==> src/rtl/sel_pipe_pkg.sv <==
// Shared constants and helpers for the registered N-way selector.
package sel_pipe_pkg;

  localparam int ERR_CNT_W = 8;

  function automatic int sel_w_of(input int n);
    return (n < 2) ? 1 : $clog2(n);
  endfunction

endpackage

==> src/rtl/sel_skid_reg.sv <==
// Two-entry valid/ready skid buffer on an opaque payload.
module sel_skid_reg #(
  parameter int W = 6
) (
  input  logic         clk,
  input  logic         rst_n,
  input  logic [W-1:0] in_data,
  input  logic         in_valid,
  output logic         in_ready,
  output logic [W-1:0] out_data,
  output logic         out_valid,
  input  logic         out_ready
);

  logic         or_v;
  logic         sk_v;
  logic [W-1:0] or_d;
  logic [W-1:0] sk_d;
  logic         in_xfer;

  // in_ready comes straight from a flop, so out_ready never reaches it
  assign in_ready  = !sk_v;
  assign in_xfer   = in_valid && !sk_v;
  assign out_data  = or_d;
  assign out_valid = or_v;

  always_ff @(posedge clk) begin
    if (!rst_n) begin
      or_v <= 1'b0;
      sk_v <= 1'b0;
      or_d <= '0;
      sk_d <= '0;
    end else if (!or_v || out_ready) begin
      if (sk_v) begin
        or_v <= 1'b1;
        or_d <= sk_d;
        sk_v <= 1'b0;
      end else begin
        or_v <= in_xfer;
        if (in_xfer)
          or_d <= in_data;
      end
    end else if (in_xfer) begin
      sk_v <= 1'b1;
      sk_d <= in_data;
    end
  end

endmodule

==> src/rtl/sel_pipe_mux.sv <==
// Registered N-way selector with skid buffer and select-range check.
// Optional saturating error counter: define SEL_ERR_CNT_EN.
module sel_pipe_mux
  import sel_pipe_pkg::*;
#(
  parameter int WIDTH  = 5,
  parameter int NUM_IN = 2,
  parameter int SEL_W  = sel_w_of(NUM_IN)
) (
  input  logic                    clk,
  input  logic                    rst_n,
  input  logic [NUM_IN*WIDTH-1:0] in_data,
  input  logic [SEL_W-1:0]        in_sel,
  input  logic                    in_valid,
  output logic                    in_ready,
  output logic [WIDTH-1:0]        out_data,
  output logic                    out_sel_err,
  output logic                    out_valid,
`ifdef SEL_ERR_CNT_EN
  output logic [ERR_CNT_W-1:0]    err_cnt,
`endif
  input  logic                    out_ready
);

  typedef logic [WIDTH-1:0] data_t;
  typedef struct packed {
    logic  err;
    data_t data;
  } entry_t;

  entry_t cap;
  entry_t held;
  logic   sel_bad;

  generate
    if ((1 << SEL_W) == NUM_IN) begin : g_pow2
      assign sel_bad = 1'b0;
    end else begin : g_range
      assign sel_bad = (int'(in_sel) >= NUM_IN);
    end
  endgenerate

  // an out-of-range select matches no channel and leaves data at zero
  always_comb begin
    cap = '0;
    for (int k = 0; k < NUM_IN; k++)
      if (in_sel == SEL_W'(k))
        cap.data = in_data[k*WIDTH +: WIDTH];
    cap.err = sel_bad;
  end

  sel_skid_reg #(
    .W($bits(entry_t))
  ) u_skid (
    .clk       (clk),
    .rst_n     (rst_n),
    .in_data   (cap),
    .in_valid  (in_valid),
    .in_ready  (in_ready),
    .out_data  (held),
    .out_valid (out_valid),
    .out_ready (out_ready)
  );

  assign out_data    = held.data;
  assign out_sel_err = held.err;

`ifdef SEL_ERR_CNT_EN
  always_ff @(posedge clk) begin
    if (!rst_n)
      err_cnt <= '0;
    else if (in_valid && in_ready && sel_bad && err_cnt != '1)
      err_cnt <= err_cnt + 1'b1;
  end
`endif

endmodule
==> config.mk <==
export PLATFORM = sky130hd
export DESIGN_NAME = sel_pipe_mux
export DESIGN_NICKNAME = d
export VERILOG_FILES = /design/src/rtl/sel_pipe_pkg.sv /design/src/rtl/sel_skid_reg.sv /design/src/rtl/sel_pipe_mux.sv
export SDC_FILE = /design/constraint.sdc
export NUM_CORES = 1
export LEC_CHECK = 0
export ABC_AREA = 1
export CORE_UTILIZATION = 44
export DETAILED_ROUTE_END_ITERATION = 10
export PLACE_DENSITY_LB_ADDON = 0.1
export REMOVE_ABC_BUFFERS = 1
export SKIP_LAST_GASP = 1
export SYNTH_ARGS = -nofsm -noshare
export SYNTH_HDL_FRONTEND = slang
export SYNTH_HIERARCHICAL = 1
export SYNTH_SLANG_ARGS = --single-unit
export TNS_END_PERCENT = 100
==> constraint.sdc <==
create_clock -name clk -period 1.1 [get_ports clk]
set_clock_uncertainty 0.05 [all_clocks]
set_input_delay 0.165 -clock clk [delete_from_list [all_inputs] [get_ports clk]]
set_output_delay 0.165 -clock clk [all_outputs]
set_load 0.01 [all_outputs]
==> out/qor.txt <==
clk root buf: clkbuf_4
initial antenna violation count: 0
Final Worst Setup Slack: 0.0190 ns
leak pwr: 0.000532 uW
# DRC: 0
met1 usage: 24.6%
num rows: 14
CTS max path bufs: 2
R2R Setup Slk: 0.02 ns
Tmin final: 1.08 ns
commonest cells after routing, fill and taps aside: 43 x nand2_1, 25 x nor2_1, 13 x clkdlybuf4s50_1, 13 x inv_1, 12 x dfxtp_1
PwrDens: 1080 nW/um2
total global routing overflow: 0
vias: 770
outcome: complete, no violations
hold buffers post-CTS: 0
final hold viol count: 0
Unique masters post-synth: 13
Final ANT Viol Nets: 0
vias in the first global route: 648
share of layout cells above drive strength 1: 21.7%
multi-input logic area: 393 um2
Post-DP Area: 1010 um2
clk slew on worst S/H paths: 0.08 ns
post-layout util: 68.3%
First-pass DRT Iterations: 4
M3 GR Usage: 3.88%
Critical Path Source Type: flip-flop
critical path data required time: 1.22 ns
first-pass GRT wire length: 2560 um
Die W: 42.6 um
Filler cells: 137
Worst Setup EP: u_skid/sk_d[3]
P&R area growth vs syn: 43.2%
io pins: 23
Slew Limit Fails: 0
H-tree Lvls: 1
GRT Total Usage: 18.8%
register area share after synthesis: 38.6%
CTS tree: yes
final instance area: 1040 um2
Die Ht: 42.6 um
maximum fanout along the worst path: 13
Final TNS setup: 0 ns
Cells after Synth: 121
worst skew pair latency: 0.27 ns
starting density of the core: 47.7%
core area: 1520 um2
vias per std cell: 4.58
Final setup viols: 0
GR Util met2: 28.2%
flip-flop and latch count after synthesis: 14
worst min-delay path class: primary input to flip-flop
largest net degree at the start of global routing: 14
Nets: 169
Setup crit start: u_skid/sk_v
Post-Route WL: 1620 um
r2r endpoint: u_skid/sk_d[3]
Avg Cell Area, Syn: 6.01 um2
FMAX: 925 MHz
DP Wirelength: 1130 um
commonest non-fill, non-tap cell in the layout: nand2_1
Worst R2R Start: u_skid/sk_v
CP Capture Type: flip-flop
Port Buffer Count: 22
gr busiest metal: met2
total CTS buffers: 3
IR drop worst, VDD: 621 uV
Reg area: 283 um2
Post-Syn Area: 727 um2
die area: 1820 um2
initial DRC count: 16
R2R depth: 6
RSZ-0062 raised after global routing: true
setup slack at placement: -0.273 ns
part of the cycle the worst path needs: 98.3%
Routed WL per cell: 9.65 um
Critical Path AT: 1.20 ns
post-CTS setup buffer count: 0
Sink Count: 14
Setup Crit Path Kind: flip-flop to flip-flop
GPL Wtd Cong: 0.773
antenna diode count: 0
Max-Cap Viols: 0
synth warn: 6
repair_timing:
action	CTS	global route
resized for setup	11	25
setup endpoints to repair	13	19
pin swaps	0	9
gates cloned	0	1
critical path, stage by stage (launching register included):
cell and delay (ns):
dfxtp_2 0.34, buf_6 0.14, nor2_2 0.11, buf_4 0.15, nand3_1 0.07, nand2_1 0.07, nor2_1 0.05
Yosys cell counts, drive strengths merged:
master | n | share of area [%]
conb | 1 | 0.52
dfxtp | 14 | 39
nand2 | 46 | 26
buf | 3 | 2.9
o21ai | 6 | 4.1
nor2 | 28 | 15
nand3 | 6 | 4.1
inv | 17 | 8.8
sequential cells by signal, summed over array words and instances (netlist names):
name              cells
u_skid/out_data       6
u_skid/sk_d           6
u_skid/out_valid      1
u_skid/sk_v           1
logic make-up after synthesis:
| kind of cell | Yosys count | synth area share (%) |
|---|---|---|
| AND/OR/NAND/NOR | 80 | 45.1 |
| buffers and inverters | 20 | 11.7 |
| flip-flops | 14 | 38.6 |
| AO/OA/AOI/OAI | 6 | 4.13 |
| other | 1 | 0.516 |
power breakdown:
| group | internal (uW) | switching [uW] | total [uW] |
|---|---|---|---|
| sequential | 542 | 16.2 | 558 |
| combinational | 138 | 147 | 284 |
| clock | 127 | 156 | 283 |
area by class of cell:
class	count	share of cell area [%]
Timing Repair Buffer	30	24.9
Clock buffer	3	2.16
Sequential cell	14	27.2
Multi-Input combinational cell	88	37.7
Tap cell	16	1.92
Inverter	17	6.13
worst min-delay path by stage:
stage | from | endpoint | slack [ns] | cells past startpoint
floorplan | rst_n | u_skid/out_valid | 0.22 | 2
global placement | u_skid/sk_d[1] | u_skid/sk_d[1] | 0.41 | 2
finish | in_sel | u_skid/sk_d[0] | 0.41 | 7
CTS | u_skid/sk_d[4] | u_skid/sk_d[4] | 0.44 | 2
global route | in_sel | u_skid/sk_d[0] | 0.44 | 7
detailed placement | u_skid/sk_d[4] | u_skid/sk_d[4] | 0.42 | 2
metal layers:
metal	vias to the layer above	part of all wire, %
met4	0	0.80
met5	-	0
met3	2	4.2
met2	22	49
li1	424	-
met1	322	46
metrics by stage:
step	instances	power (uW)	hold WS, ns
3_5_place_dp	164	855	0.422
4_1_cts	167	1130	0.438
2_1_floorplan	118	704	0.218
3_3_place_gp	164	850	0.412
6_report	168	1130	0.410
5_1_grt	168	1210	0.438
Note: power is estimated with default switching activity, not from simulation.
